## config.mk

```make
export PLATFORM = sky130hd
export DESIGN_NAME = ab_input_conditioner
export DESIGN_NICKNAME = d
export VERILOG_FILES = /design/src/rtl/ab_cond_pkg.sv /design/src/rtl/debounce_channel.sv /design/src/rtl/ab_input_conditioner.sv
export SDC_FILE = /design/constraint.sdc
export NUM_CORES = 1
export LEC_CHECK = 0
export BUFFER_PORTS_ARGS = -buffer_cell sky130_fd_sc_hd__buf_2
export CAP_MARGIN = 40
export CORE_MARGIN = 2
export CORE_UTILIZATION = 39
export DETAILED_ROUTE_END_ITERATION = 7
export SLEW_MARGIN = 5
export SYNTH_ARGS = -nofsm -noshare
export SYNTH_HDL_FRONTEND = slang
export SYNTH_HIERARCHICAL = 1
export SYNTH_SLANG_ARGS = --single-unit
```

## constraint.sdc

```tcl
create_clock -name clk -period 1.2 [get_ports clk]
set_clock_uncertainty 0.05 [all_clocks]
set_input_delay 0.24 -clock clk [delete_from_list [all_inputs] [get_ports clk]]
set_output_delay 0.24 -clock clk [all_outputs]
set_load 0.01 [all_outputs]
```

## src/rtl/ab_cond_pkg.sv

```systemverilog
`default_nettype none
// ============================================================================
//  Module      : ab_cond_pkg
//  Description : Shared constants for the a/b input conditioner: the 2-bit
//                debounce state encoding, the default debounce depth and a
//                helper that maps a state onto its stable output level.
//  Revision    : 1.0  - initial release
// ============================================================================
package ab_cond_pkg;

    // Debounce FSM state encoding. Bit 1 doubles as the stable level:
    // LOW/CHK_HIGH present 0, HIGH/CHK_LOW present 1.
    typedef logic [1:0] state_t;

    localparam logic [1:0] ST_LOW      = 2'b00;
    localparam logic [1:0] ST_CHK_HIGH = 2'b01;
    localparam logic [1:0] ST_HIGH     = 2'b10;
    localparam logic [1:0] ST_CHK_LOW  = 2'b11;

    // Consecutive synchronised samples at a new level needed to flip.
    localparam int c_DEFAULT_DEBOUNCE_CYCLES = 4;

    // Stable level presented while sitting in a given state.
    function automatic logic st_level(input state_t st);
        return st[1];
    endfunction

endpackage : ab_cond_pkg
`default_nettype wire

```

## src/rtl/debounce_channel.sv

```systemverilog
`default_nettype none
// ============================================================================
//  Module      : debounce_channel
//  Description : One conditioning channel: two-flop synchroniser followed by
//                a four-state debounce FSM with a saturating-free run counter.
//  Ports       : clk        - rising-edge clock
//                rst        - synchronous active-high reset
//                raw        - raw asynchronous input
//                level      - debounced stable level (registered)
//                rise       - one-cycle pulse, level 0->1 (registered)
//                fall       - one-cycle pulse, level 1->0 (registered)
//                change_nxt - combinational: a transition completes on the
//                             coming edge (lets the parent register a pair
//                             strobe aligned with rise/fall)
//  Revision    : 1.0  - initial release
// ============================================================================
module debounce_channel
    import ab_cond_pkg::*;
#(
    parameter int DEBOUNCE_CYCLES = c_DEFAULT_DEBOUNCE_CYCLES,
    parameter int CNT_W           = $clog2(DEBOUNCE_CYCLES + 1)
) (
    input  logic clk,
    input  logic rst,
    input  logic raw,
    output logic level,
    output logic rise,
    output logic fall,
    output logic change_nxt
);

    // Count value on which the last required sample arrives.
    localparam logic [CNT_W-1:0] c_CNT_LAST = CNT_W'(DEBOUNCE_CYCLES - 1);
    localparam logic [CNT_W-1:0] c_CNT_ONE  = CNT_W'(1);
    localparam logic [CNT_W-1:0] c_CNT_ZERO = '0;

    // Synchroniser chain raw -> s1 -> s2; only s2 is used downstream.
    logic r_s1;
    logic r_s2;

    logic [1:0]       r_state;
    logic [CNT_W-1:0] r_cnt;
    logic             r_rise;
    logic             r_fall;

    logic [1:0]       w_state_nxt;
    logic [CNT_W-1:0] w_cnt_nxt;
    logic             w_rise_nxt;
    logic             w_fall_nxt;

    // ------------------------------------------------------------------------
    // Next-state logic. The counter holds the number of consecutive s2
    // samples seen at the candidate level; the sample that takes it to
    // DEBOUNCE_CYCLES completes the transition instead of incrementing, so
    // the counter never exceeds DEBOUNCE_CYCLES-1.
    // ------------------------------------------------------------------------
    always_comb begin
        w_state_nxt = r_state;
        w_cnt_nxt   = r_cnt;
        w_rise_nxt  = 1'b0;
        w_fall_nxt  = 1'b0;

        case (r_state)
            ST_LOW: begin
                if (r_s2) begin
                    w_state_nxt = ST_CHK_HIGH;
                    w_cnt_nxt   = c_CNT_ONE;
                end else begin
                    w_cnt_nxt   = c_CNT_ZERO;
                end
            end

            ST_CHK_HIGH: begin
                if (!r_s2) begin
                    // Bounce: discard the partial run silently.
                    w_state_nxt = ST_LOW;
                    w_cnt_nxt   = c_CNT_ZERO;
                end else if (r_cnt == c_CNT_LAST) begin
                    w_state_nxt = ST_HIGH;
                    w_cnt_nxt   = c_CNT_ZERO;
                    w_rise_nxt  = 1'b1;
                end else begin
                    w_cnt_nxt   = r_cnt + c_CNT_ONE;
                end
            end

            ST_HIGH: begin
                if (!r_s2) begin
                    w_state_nxt = ST_CHK_LOW;
                    w_cnt_nxt   = c_CNT_ONE;
                end else begin
                    w_cnt_nxt   = c_CNT_ZERO;
                end
            end

            ST_CHK_LOW: begin
                if (r_s2) begin
                    w_state_nxt = ST_HIGH;
                    w_cnt_nxt   = c_CNT_ZERO;
                end else if (r_cnt == c_CNT_LAST) begin
                    w_state_nxt = ST_LOW;
                    w_cnt_nxt   = c_CNT_ZERO;
                    w_fall_nxt  = 1'b1;
                end else begin
                    w_cnt_nxt   = r_cnt + c_CNT_ONE;
                end
            end

            default: begin
                w_state_nxt = ST_LOW;
                w_cnt_nxt   = c_CNT_ZERO;
            end
        endcase
    end

    // ------------------------------------------------------------------------
    // State, counter, synchroniser and strobe registers.
    // ------------------------------------------------------------------------
    always_ff @(posedge clk) begin
        if (rst) begin
            r_s1    <= 1'b0;
            r_s2    <= 1'b0;
            r_state <= ST_LOW;
            r_cnt   <= c_CNT_ZERO;
            r_rise  <= 1'b0;
            r_fall  <= 1'b0;
        end else begin
            r_s1    <= raw;
            r_s2    <= r_s1;
            r_state <= w_state_nxt;
            r_cnt   <= w_cnt_nxt;
            r_rise  <= w_rise_nxt;
            r_fall  <= w_fall_nxt;
        end
    end

    // Level is a direct state-register bit, so it cannot glitch.
    assign level      = st_level(r_state);
    assign rise       = r_rise;
    assign fall       = r_fall;
    assign change_nxt = w_rise_nxt | w_fall_nxt;

endmodule : debounce_channel
`default_nettype wire

```

## src/rtl/ab_input_conditioner.sv

```systemverilog
`default_nettype none
// ============================================================================
//  Module      : ab_input_conditioner
//  Description : Conditions the raw a/b push-button inputs for the 2-bit
//                Mealy controller: per-channel synchronise + debounce, plus
//                a pair-change strobe.
//  Ports       : clk       - rising-edge clock
//                rst       - synchronous active-high reset
//                a_raw     - raw asynchronous input, channel A
//                b_raw     - raw asynchronous input, channel B
//                a, b      - debounced stable levels
//                a_rise    - one-cycle pulse on a 0->1
//                a_fall    - one-cycle pulse on a 1->0
//                b_rise    - one-cycle pulse on b 0->1
//                b_fall    - one-cycle pulse on b 1->0
//                ab_change - one-cycle pulse whenever {a,b} changes
//  Revision    : 1.0  - initial release
// ============================================================================
module ab_input_conditioner
    import ab_cond_pkg::*;
#(
    // Legal range: DEBOUNCE_CYCLES >= 2.
    parameter int DEBOUNCE_CYCLES = c_DEFAULT_DEBOUNCE_CYCLES,
    parameter int CNT_W           = $clog2(DEBOUNCE_CYCLES + 1)
) (
    input  logic clk,
    input  logic rst,
    input  logic a_raw,
    input  logic b_raw,
    output logic a,
    output logic b,
    output logic a_rise,
    output logic a_fall,
    output logic b_rise,
    output logic b_fall,
    output logic ab_change
);

    logic w_a_change_nxt;
    logic w_b_change_nxt;
    logic r_ab_change;

    debounce_channel #(
        .DEBOUNCE_CYCLES (DEBOUNCE_CYCLES),
        .CNT_W           (CNT_W)
    ) u_chan_a (
        .clk        (clk),
        .rst        (rst),
        .raw        (a_raw),
        .level      (a),
        .rise       (a_rise),
        .fall       (a_fall),
        .change_nxt (w_a_change_nxt)
    );

    debounce_channel #(
        .DEBOUNCE_CYCLES (DEBOUNCE_CYCLES),
        .CNT_W           (CNT_W)
    ) u_chan_b (
        .clk        (clk),
        .rst        (rst),
        .raw        (b_raw),
        .level      (b),
        .rise       (b_rise),
        .fall       (b_fall),
        .change_nxt (w_b_change_nxt)
    );

    // Registered OR of the channel strobes. It is built from the strobes'
    // next values so that it lands on the same edge as rise/fall and the new
    // levels; simultaneous A/B transitions therefore merge into one pulse.
    always_ff @(posedge clk) begin
        if (rst) begin
            r_ab_change <= 1'b0;
        end else begin
            r_ab_change <= w_a_change_nxt | w_b_change_nxt;
        end
    end

    assign ab_change = r_ab_change;

endmodule : ab_input_conditioner
`default_nettype wire

```

==> flow_results.org, run 1 <==
** STA
- Number of max-slew violations in the final report :: 0
- Dividing the final minimum period by the clock period gives 95.25%.
- For this run, the top clock speed supported by timing is 874.9 MHz.
- The final-report hold violation count came to 0.
- Unrepaired setup endpoints after global routing :: true
- Rel. slew slack :: 81.95%
- Min setup slack post-route :: 57.06 ps
- Clock period minus worst slack :: 1143 ps
- Setup violations remaining at the end of the flow were counted as 0.
- Worst-margin pin slew :: 270.7 ps

** Global routing
- The number of global-route vias before repair is 359.
- Wire length of the first global-routing pass :: 1559 µm
- Remaining Overflow, GRT :: 0
- Number of antenna violations at the first check in global routing :: 0
- Aggregate global-route resource usage :: 10.93%
- Pin count of the biggest net entering global routing :: 14

** Run status
- The flow ran to the end, and the final reports show no timing, DRC or antenna violations.

** Floorplan
- Core region area :: 1541 µm²
- The die covers 2015 µm².
- In this run the core area contains 14 standard-cell rows.
- Initial standard-cell utilization of the core :: 42.29%
- Die extent in x :: 44.89 µm
- Die outline height :: 44.89 µm
- In this run the count of I/O pins placed on the die edge is 11.

** Clocking
- Clock latency at the later pin of the worst-skew pair :: 290 ps
- Cell at the root of the clock tree :: sky130_fd_sc_hd__clkbuf_4
- TritonCTS clock tree :: done
- Clock tree synthesis found a total of 19 sinks.
- H-tree depth :: 1
- Clock transition at the registers of the reported paths :: 110 ps
- No sink is reached through more buffers than the 2 on the longest clock path.
- In this run, CTS created clock tree buffers numbering 3.

** Synth
- The cell count after synthesis came out at 54.
- Counting flops with a built-in enable in the synthesized netlist gives 0.
- Of the synthesized area, sequential elements account for 58.35%.
- Most frequently used cell type in the post-synthesis netlist :: sky130_fd_sc_hd__dfxtp_1
- Synth top area cells :: sky130_fd_sc_hd__dfxtp_1 58%, sky130_fd_sc_hd__nor4b_1 5.4%, sky130_fd_sc_hd__ha_1 3.8%
- After synthesis, the mean cell area works out to 12.07 µm².
- Fraction of post-synthesis cell area in the top cell type by area :: 58.35%
- Among all flip-flop cells after synthesis, the most frequent one is sky130_fd_sc_hd__dfxtp_1.
- Synth area leader :: sky130_fd_sc_hd__dfxtp_1
- Summing every instance area after synthesis gives 651.9 µm².
- Number of unique standard cell types used by synthesis :: 16
- Async S/R FF share, synth :: 0%
- Flops & latches, synth :: 19
- Net count after synthesis :: 60
- The Yosys step of the flow raised 6 warnings.
- Commonest cells in the netlist :: 19 x sky130_fd_sc_hd__dfxtp_1, 4 x sky130_fd_sc_hd__nand2b_1, 4 x sky130_fd_sc_hd__nor2_1, 4 x sky130_fd_sc_hd__nor2b_1, 4 x sky130_fd_sc_hd__nor4b_1

** Placed design
- In this run, placement finished with an instance count of 80.
- In this run the tool buffered the top-level ports with 10 buffer cells.
- Setup slack at placement :: 65.27 ps
- Detailed placement ended at an HPWL of 626.9 µm.
- Final weighted congestion in routability-driven placement :: 0.6227

** Layout
- Number of inserted filler cells in the final layout :: 143
- At the end of the flow, the number of nets in the layout was 76.
- Number of standard cells in the layout, taps in and fillers out :: 85
- Count of antenna diodes in the layout :: 0
- Share of final-layout standard cells stronger than drive strength 1 :: 46.38%
- The sequential cells in the finished layout cover a total of 387.9 µm².
- Area of the multi-input gates :: 321.6 µm²
- Layout area overhead :: 24.95%

** Drt
- Dividing the detail-routed via count by the number of cells gives 5.012.
- Across all layers, the routed design uses 426 vias.
- For this run, design rule violations remaining after detail routing come to 0.
- The pre-antenna-repair detailed-routing pass consisted of 4 iterations.
- Iteration-0 DRC count of the detailed router :: 3
- Final ANT Viol Nets :: 0
- Routed length per instance :: 10.76 µm
- The routed design has 915 µm of wire.

** Pwr
- In this run the static leakage power is 0.3500 nW.
- Maximum vdd drop :: 0.6408 mV
- Dividing total power by cell area gives a power density of 1221 nW/µm².
- Power comes to 0.9943 mW.

** Worst setup path
- R2R cell count :: 3
- STA puts the critical path data arrival time at 1300 ps.
- STA classifies the critical path startpoint as a flop.
- In this run the worst path has a maximum fanout of 5.
- Setup slack, reg-to-reg :: 60 ps
- CP Launch Point :: u_chan_a/r_cnt[1]
- STA classifies the critical path endpoint as a flop.
- The critical path goes through ha_4 -> nand3b_1 -> nor4b_2.
- Data on the critical path is required at its endpoint by 1360 ps.
- Reg-to-Reg Start :: u_chan_a/r_cnt[1]
- Endpoint of the worst setup timing path :: u_chan_a/rise
- The slowest stage of the critical path is the sky130_fd_sc_hd__dfxtp_2 cell.
- Critical path type :: flop to flop
- Endpoint of the lowest-slack register-to-register path :: u_chan_a/rise
- The largest single stage delay on the critical path is 360 ps.

** Min path
- The path class of the tightest hold or removal check is primary input to flop.

** Run
- The tool flagged a number of max-cap violations equal to 0.
[worst min-delay path by stage]
stage / start / to / slack [ps] / cells after the start
floorplan: rst / u_chan_a/r_s1 / 260 / 1
global placement: u_chan_b/r_s1 / u_chan_b/r_s2 / 380 / 1
detailed placement: u_chan_b/r_s1 / u_chan_b/r_s2 / 380 / 1
CTS: b_raw / u_chan_b/r_s1 / 100 / 2
global route: b_raw / u_chan_b/r_s1 / 100 / 2
finish: a_raw / u_chan_a/r_s1 / 100 / 2
[power breakdown]
group | switching [mW] | internal (mW)
Sequential | 0.00720 | 0.640
Clock | 0.194 | 0.124
Combinational | 0.0138 | 0.0149
[placed cells by master, fill, tap and decap left out]
cell and instances:
sky130_fd_sc_hd__a21boi_1 1, sky130_fd_sc_hd__a21boi_2 1, sky130_fd_sc_hd__and2_2 2, sky130_fd_sc_hd__and4_1 2
sky130_fd_sc_hd__and4b_1 2, sky130_fd_sc_hd__buf_2 10, sky130_fd_sc_hd__buf_4 1, sky130_fd_sc_hd__clkbuf_4 3
sky130_fd_sc_hd__clkinv_2 1, sky130_fd_sc_hd__dfxtp_1 13, sky130_fd_sc_hd__dfxtp_2 6, sky130_fd_sc_hd__ha_4 2
sky130_fd_sc_hd__mux2i_1 2, sky130_fd_sc_hd__nand2b_1 4, sky130_fd_sc_hd__nand3b_1 2, sky130_fd_sc_hd__nor2_1 4
sky130_fd_sc_hd__nor2_2 2, sky130_fd_sc_hd__nor2b_1 4, sky130_fd_sc_hd__nor4b_2 4, sky130_fd_sc_hd__o21ba_1 1
sky130_fd_sc_hd__xnor2_1 2
[layer usage]
| metal | vias to the layer above | wire, µm | global-route usage, % |
|---|---|---|---|
| li1 | 219 | - | - |
| met1 | 198 | 481 | 16.08 |
| met2 | 7 | 390 | 14.20 |
| met3 | 2 | 31 | 2.400 |
| met4 | 0 | 10 | 7.059 |
| met5 | - | 0 | 0 |
[through the flow]
step           util [%]  hold slack (ps)  setup TNS [ps]  instance area [µm²]
6_report          52.84            102.9               0                814.5
4_1_cts           48.62            100.3               0                749.5
3_3_place_gp      46.83            379.2               0                721.9
2_1_floorplan         -            261.6               0                651.9
3_5_place_dp      46.83            383.0               0                721.9
5_1_grt           52.84            100.9          -17.27                814.5
[critical path, delay by kind of cell (launching register included)]
family / cells / cell delay [ps]
simple gates: 2 / 520
flops: 1 / 360
fa+ha+maj: 1 / 130
[cells by family (layout without fill, tap and decap cells)]
kind of cell | count (synthesis) | in the layout | share of synthesized area (%)
mux | 2 | 2 | 3.071
fa+ha+maj | 2 | 2 | 3.838
xor+xnor | 2 | 2 | 2.688
flops | 19 | 19 | 58.35
buf+inv | 0 | 15 | 0
simple gates | 26 | 26 | 27.64
compound gates | 3 | 3 | 4.415
[layout make-up]
| class | instances | share of cell area [%] |
|---|---|---|
| clock buffers | 3 | 2.765 |
| clock inverters | 1 | 0.6144 |
| multi-input cells | 35 | 39.48 |
| flip-flops and latches | 19 | 47.62 |
| well taps | 16 | 2.458 |
| repair buffers | 11 | 7.066 |
[timing repair]
action                                  4_1_cts  5_1_grt
endpoints found under the setup margin        0        8
endpoints found under the hold margin         0        0
setup buffers                                 0        1
resized for setup                             0       14
hold buffers                                  0        0
(Power assumes the default switching activity.)
==> inputs of run 2 (changes only) <==
--- a/config.mk
+++ b/config.mk
@@ -7,7 +7,7 @@
 export LEC_CHECK = 0
 export BUFFER_PORTS_ARGS = -buffer_cell sky130_fd_sc_hd__buf_2
 export CAP_MARGIN = 40
-export CORE_MARGIN = 2
+export CORE_MARGIN = 5
 export CORE_UTILIZATION = 39
 export DETAILED_ROUTE_END_ITERATION = 7
 export SLEW_MARGIN = 5
==> run 2 against run 1 <==
- first-iteration DRC count rose to 2.7 times the previous value
- maximum frequency down 1.2%
- global-route usage down 3.0 points
- core utilization down 3.6 points
- count of clock-buffer cells in the layout unchanged
- final area down 6.8%
- worst hold slack worse by 13 ps
- worst setup slack worse by 14 ps
- clock power up 2%
- routed wire length up 2.4%
- die area up 29%
- via count down 2.6%
==> flow_results.org, run 2 (same netlist as run 1, synthesis figures left out) <==
** Clocking
- The CTS sink count is 19 (unchanged).
- CTS placed an instance of sky130_fd_sc_hd__clkbuf_4 at the clock tree root.
- Clock latency at the later pin of the worst-skew pair :: 300 ps (about the same)
- Clock transition at the registers of the reported paths :: 110 ps (about the same)
- The maximum number of buffers from clock root to sink was 2 (unchanged).
- TritonCTS built the clock tree.
- H-tree depth :: 1 (unchanged)
- Setup Fix Bufs, Post-CTS :: 0 (unchanged)
- Clock buffer count from CTS :: 3 (unchanged)

** Floorplan
- Area of the die :: 2589 µm² (+29%)
- The effective utilization at floorplan is 42.29% (unchanged).
- Die extent in x :: 50.89 µm (+13%)
- Boundary Pins :: 11 (unchanged)
- Core region area :: 1541 µm² (unchanged)
- Die outline height :: 50.89 µm (+13%)
- # rows :: 14 (unchanged)

** Worst setup path
- The count of buffer and inverter cells on the critical path was 0 (unchanged).
- Cell-by-cell listing of the critical path :: ha_2 -> nand3b_1 -> nor4b_1
- Cell type of the slowest stage on the worst timing path :: sky130_fd_sc_hd__dfxtp_1
- Cell family contributing the most delay on the critical path :: simple AND/OR/NAND/NOR gates
- The delay contributed by the slowest stage of the critical path came to 350 ps (about the same).
- The critical path is of the flop to flop type.
- R2R cell count :: 3 (unchanged)
- The largest driver fanout on the critical path came to 5 (unchanged).
- The critical path required time came to 1350 ps (about the same).
- Data arrival time at the worst-slack endpoint :: 1310 ps (about the same)
- Endpoint of the lowest-slack register-to-register path :: u_chan_a/rise
- Reg-to-Reg Start :: u_chan_a/r_cnt[0]
- The worst setup path is captured at a flop.
- Setup slack, reg-to-reg :: 40 ps (about the same)
- The worst setup path is launched from a flop.

** STA
- The setup violation total in the final timing report came to 0 (unchanged).
- Setup repair after global routing could not meet its margin everywhere.
- The actual slew at the worst max-slew pin is 242.2 ps (-28.51 ps).
- Final worst-path cycle share :: 96.41% (+1.2 points)
- Clock period minus worst slack :: 1157 ps (+13.97 ps)
- The final-report hold violation count came to 0 (unchanged).
- The count of final max-slew check failures was 0 (unchanged).
- The max-slew headroom at the worst pin was 83.63% (+1.7 points).
- The maximum achievable frequency was 864.4 MHz (-1.2%).

** Global routing
- The overall global routing resource usage was 7.964% (-3.0 points).
- The pin count of the biggest net entering global routing is 14 (unchanged).
- Remaining Overflow, GRT :: 0 (unchanged)
- The wire length of the first global-routing pass came to 1538 µm (-1.3%).
- The initial antenna violation count is 0 (unchanged).
- Via count of the first global-routing pass :: 364 (+1.4%)

** Drt
- The final wirelength was 937 µm (+2.4%).
- Via count :: 415 (-2.6%)
- Average via count per standard cell :: 4.940 (-1.4%)
- Routed length per instance :: 11.15 µm (+3.6%)
- Final routed DRC violation total :: 0 (unchanged)
- The length of the first detailed-routing pass in iterations was 4 (unchanged).
- The remaining number of nets flagged by the antenna check after routing was 0 (unchanged).
- The first-iteration detailed-routing DRC count was 8 (+5).

** Layout
- The number of antenna diodes came to 0 (unchanged).
- The final net count came to 75 (-1.3%).
- The share of post-route cells with drive strength above 1 is 33.82% (-13 points).
- Area of the multi-input gates :: 276.5 µm² (-14%)
- Number of standard cells in the layout, taps in and fillers out :: 84 (-1.2%)
- The area growth from synthesis to layout is 16.51%.
- Most frequent standard cell in the layout excluding fill and tap cells :: sky130_fd_sc_hd__dfxtp_1
- The area of all sequential standard cells came to 382.9 µm² (-1.3%).
- The final cell area excluding filler cells is 759.5 µm² (-6.8%).
- The library cells used most frequently in the layout, excluding fill and tap cells, are 17 x sky130_fd_sc_hd__dfxtp_1, 10 x sky130_fd_sc_hd__buf_2.
- The count of fill cells added during filler insertion came to 145 (+1.4%).

** Pwr
- The largest vdd supply drop was 0.9405 mV (+47%).
- The total power density per cell area was 1312 nW/µm² (+7.5%).
- Leakage dissipation :: 0.3377 nW (-3.5%)

** Min path
- The number of cells on the worst hold path was 2 (unchanged).
- Hold worst-path end :: u_chan_b/r_s1
- Hold Path Origin :: b_raw
- Worst hold-check path type :: primary input to flop

** Placed design
- Area after DPL :: 721.9 µm² (unchanged)
- The post-placement cell count is 80 (unchanged).
- Input/output buffers :: 10 (unchanged)
- Final weighted congestion in routability-driven placement :: 0.7263 (+17%)

** Run status
- The flow ran to the end, and the final reports show no timing, DRC or antenna violations.

** Run
- Max capacitance violation total :: 0 (unchanged)
run 2: cell types whose count changed in the layout (fill, tap and decap cells not counted):
cell / delta
sky130_fd_sc_hd__dfxtp_1: +4
sky130_fd_sc_hd__dfxtp_2: -4
sky130_fd_sc_hd__nor4b_1: +4
sky130_fd_sc_hd__nor4b_2: -4
sky130_fd_sc_hd__ha_2: +2
sky130_fd_sc_hd__ha_4: -2
sky130_fd_sc_hd__buf_4: -1
sky130_fd_sc_hd__clkinv_2: -1
sky130_fd_sc_hd__clkinvlp_4: +1
run 2: area by class of cell:
class / count / area share (%)
Clock buffer: 3 / 2.965
Tap cell: 16 / 2.636
Sequential cell: 19 / 50.41
Timing Repair Buffer: 10 / 6.590
Clock inverter: 1 / 0.9885
Multi-Input combinational cell: 35 / 36.41
run 2: worst register-to-register path, cell delays in order (launching register included):
cell	delay [ps]
sky130_fd_sc_hd__dfxtp_1	350
sky130_fd_sc_hd__ha_2	190
sky130_fd_sc_hd__nand3b_1	190
sky130_fd_sc_hd__nor4b_1	290
run 2: report_power, final:
group / internal [mW] / switching [mW] / total [mW] / leakage (nW)
sequential: 0.640 / 0.00582 / 0.646 / 0.155
clock: 0.127 / 0.197 / 0.324 / 0.0139
combinational: 0.0140 / 0.0126 / 0.0266 / 0.169
total: 0.781 / 0.216 / 0.997 / 0.338
run 2: how the worst max path moves through the flow:
stage	start	to	slack, ps	cells after the start
after global placement	u_chan_a/r_cnt[0]	flop	60	4
after CTS	flop	a	30	1
after detailed placement	u_chan_a/r_cnt[0]	flop	60	4
final	u_chan_a/r_cnt[0]	u_chan_a/rise	40	3
after floorplan	u_chan_a/r_cnt[0]	flop	150	4
after global routing	u_chan_b/r_cnt[0]	flop	-30	4
run 2: layer usage:
metal  routed length (µm)  track usage (%)  vias to the layer above
met5                    0                0                        -
met4                   10            2.553                        0
met3                   51            5.233                        2
met2                  434            11.57                        6
met1                  440            9.481                      189
li1                     -                -                      218
run 2: timing repair:
action                                 4_1_cts  5_1_grt
setup endpoints to repair                    0        5
hold buffers                                 0        0
resized for setup                            0        4
endpoints found under the hold margin        0        0
run 2: stage by stage:
stage               utilization, %  total power [mW]  worst slack (ps)  TNS [ps]  hold slack [ps]
detailed placement           46.83            0.6876             56.86         0            377.2
finish                       49.27            0.9968             43.09         0            90.34
global route                 49.27             1.049            -28.32    -40.70            105.9
CTS                          48.78             1.018             27.41         0            87.83
floorplan                        -            0.6742             154.1         0            261.6
global placement             46.83            0.6874             61.90         0            371.4
==> inputs of run 3 (changes only) <==
--- a/config.mk
+++ b/config.mk
@@ -5,7 +5,7 @@
 export SDC_FILE = /design/constraint.sdc
 export NUM_CORES = 1
 export LEC_CHECK = 0
-export BUFFER_PORTS_ARGS = -buffer_cell sky130_fd_sc_hd__buf_2
+export BUFFER_PORTS_ARGS = -buffer_cell sky130_fd_sc_hd__buf_4
 export CAP_MARGIN = 40
 export CORE_MARGIN = 5
 export CORE_UTILIZATION = 39
==> run 3 against run 2 <==
- register-to-register slack about the same
- via count up 2.9%
- global-route usage up 1.0 points
- critical path depth up 3
- worst hold slack better by 6.9 ps
- maximum frequency up 0.69%
- sequential share of layout area down 3.5 points
- count of clock-buffer cells in the layout unchanged
- die area unchanged
- critical endpoint is now u_chan_a/r_cnt[0]
- largest cell class unchanged
- largest power group unchanged
- highest routed layer unchanged
==> flow_results.org, run 3 (same netlist as run 1, synthesis figures left out) <==
** Worst setup path
- The delay contributed by the slowest stage of the critical path came to 340 ps (about the same).
- Cell family contributing the most delay on the critical path :: flip-flops
- The worst setup path is of the flop to flop kind.
- STA classifies the critical path endpoint as a flop.
- The arrival time at the worst endpoint came to 1320 ps (about the same).
- The critical path required time was 1370 ps (+20 ps).
- The largest driver fanout on the critical path was 2 (-3).
- STA classifies the critical path startpoint as a flop.
- The count of buffer and inverter cells on the critical path is 2 (+2).
- The largest individual stage delay along the critical path comes from the cell sky130_fd_sc_hd__dfxtp_2.
- Cell-by-cell listing of the critical path :: ha_4 -> buf_4 -> buf_4 -> nand2b_1 -> nand2b_1 -> a21boi_1

** Placed design
- The weighted congestion reported at the end of routability-driven placement is 0.6899 (-5.0%).
- Input/output buffers :: 10 (unchanged)
- The setup slack after placement came to 67.69 ps (+10.83 ps).
- After legalization and detailed placement, the total HPWL measured 665.2 µm.
- The placed instance area came to 747.0 µm² (+3.5%).

** Global routing
- GR Util met2 :: 13.64% (+2.1 points)
- Remaining Overflow, GRT :: 0 (unchanged)
- Number of antenna violations at the first check in global routing :: 0 (unchanged)
- The wire length of the first global-routing pass was 1690 µm (+9.9%).
- Via count of the first global-routing pass :: 411 (+13%)
- Global routing usage on met3 :: 6.105% (+0.87 points)
- Pin count of the biggest net entering global routing :: 14 (unchanged)
- The global routing stage identified its most utilized layer as met2.
- Fraction of met1 tracks used by global routing :: 9.643% (+0.16 points)
- Aggregate global-route resource usage :: 8.977% (+1.0 points)

** Layout
- The number of antenna diodes is 0 (unchanged).
- Most frequent standard cell in the layout excluding fill and tap cells :: sky130_fd_sc_hd__dfxtp_1
- The utilization after layout came to 53.33% (+4.1 points).
- Number of nets in the finished design :: 77 (+2.7%)
- The top cell types in the final layout, fill and taps aside, are 15 x sky130_fd_sc_hd__dfxtp_1, 12 x sky130_fd_sc_hd__buf_4.
- From synthesis to final layout, the design area changed by 26.10%.
- Share of final-layout standard cells stronger than drive strength 1 :: 41.43% (+7.6 points)
- Final Cell Area :: 822.0 µm² (+8.2%)

** Drt
- Number of iterations in the first detailed-routing pass :: 2 (-2)
- The routed via count is 427 (+2.9%).
- The number of DRC violations after detailed routing is 0 (unchanged).
- Average via count per standard cell :: 4.965 (+0.50%)
- The first-iteration detailed-routing DRC count was 1 (-7).
- The final wirelength came to 1008 µm (+7.6%).
- Routed length per instance :: 11.72 µm (+5.1%)
- Final ANT Viol Nets :: 0 (unchanged)

** Clocking
- Clock tree synthesis selected as its root buffer the cell sky130_fd_sc_hd__clkbuf_4.
- TritonCTS built the clock tree.
- Clock latency at the later pin of the worst-skew pair :: 300 ps (about the same)
- H-tree depth :: 1 (unchanged)
- The number of clock buffers inserted by TritonCTS was 3 (unchanged).
- The maximum number of buffers from clock root to sink is 2 (unchanged).
- Clock sink count :: 19 (unchanged)
- The clock-pin slew on the worst setup and hold paths is 110 ps (about the same).

** STA
- Number of hold-slack violations in the final timing report :: 0 (unchanged)
- Number of max-slew violations in the final report :: 0 (unchanged)
- Smallest hold slack :: 97.20 ps (+6.865 ps)
- The sum of negative setup slack was 0 ps (unchanged).
- Min setup slack post-route :: 51.01 ps (+7.922 ps)
- The fraction of the cycle the final worst path needs is 95.75% (-0.66 points).
- Clock period minus worst slack :: 1149 ps (-7.922 ps)
- The max-slew headroom at the worst pin is 82.25% (-1.4 points).
- Worst-margin pin slew :: 265.4 ps (+23.18 ps)
- Highest attainable clock frequency :: 870.3 MHz (+0.69%)
- Setup repair after global routing left no endpoint under its margin.
- The setup violation total in the final timing report was 0 (unchanged).

** Floorplan
- The placeable core region was 1541 µm² (unchanged).
- The height of the chip is 50.89 µm (unchanged).
- Initial standard-cell utilization of the core :: 42.29% (unchanged)
- # rows :: 14 (unchanged)
- Boundary Pins :: 11 (unchanged)
- The horizontal die dimension is 50.89 µm (unchanged).
- Area of the die :: 2589 µm² (unchanged)

** Run status
- The run finished with clean final reports.

** Pwr
- Maximum vdd drop :: 0.6977 mV (-26%)
- The total power density per cell area is 1210 nW/µm² (-7.8%).
- The leakage power is 0.3555 nW (+5.3%).

** Run
- The number of violations of the max-capacitance limit was 0 (unchanged).

** Min path
- The tightest min-delay check is of the primary input to flop type.
[run 3: cell types whose count changed in the layout (fill, tap and decap cells not counted), sizes merged]
cell      previous run  this run
buf                 10        12
clkinvlp             1         0
clkinv               0         1
[run 3: power breakdown]
part           switching, mW  internal [mW]  leakage, nW
Sequential           0.00665          0.640        0.156
Clock                  0.193          0.124       0.0177
Combinational         0.0132         0.0173        0.182
[run 3: timing repair]
| action | in CTS | in global routing |
|---|---|---|
| resized for setup | 0 | 9 |
| hold buffers | 0 | 0 |
| setup buffers | 0 | 2 |
| hold endpoints to repair | 0 | 0 |
| endpoints found under the setup margin | 0 | 6 |
[run 3: path summary, 6_finish.rpt]
check | startpoint | end | slack [ps] | cells past startpoint
worst min-delay path | b_raw | u_chan_b/r_s1 | 100 | 2
worst max register to register | u_chan_a/r_cnt[0] | u_chan_a/r_cnt[0] | 50 | 6
worst min register to register | u_chan_a/r_s1 | u_chan_a/r_s2 | 400 | 1
worst max-delay path | u_chan_a/r_cnt[0] | u_chan_a/r_cnt[0] | 50 | 6
[run 3: through the flow]
stage | power, mW | instances
final | 0.9949 | 86
after global routing | 1.053 | 86
after CTS | 1.007 | 84
after detailed placement | 0.6908 | 80
after global placement | 0.6905 | 80
after floorplan | 0.6742 | 54
[run 3: per-layer routing]
metal  up-vias  share of wire [%]
li1        219                  -
met1       199                 42
met2         7                 50
met3         2                6.4
met4         0                1.3
met5         -                  0
[run 3: layout make-up]
| type | count | area (µm²) |
|---|---|---|
| flip-flops and latches | 19 | 385.4 |
| multi-input cells | 35 | 299.0 |
| fillers | 149 | 719.4 |
| clock buffers | 3 | 22.52 |
| repair buffers | 12 | 90.09 |
| well taps | 16 | 20.02 |
| clock inverters | 1 | 5.005 |
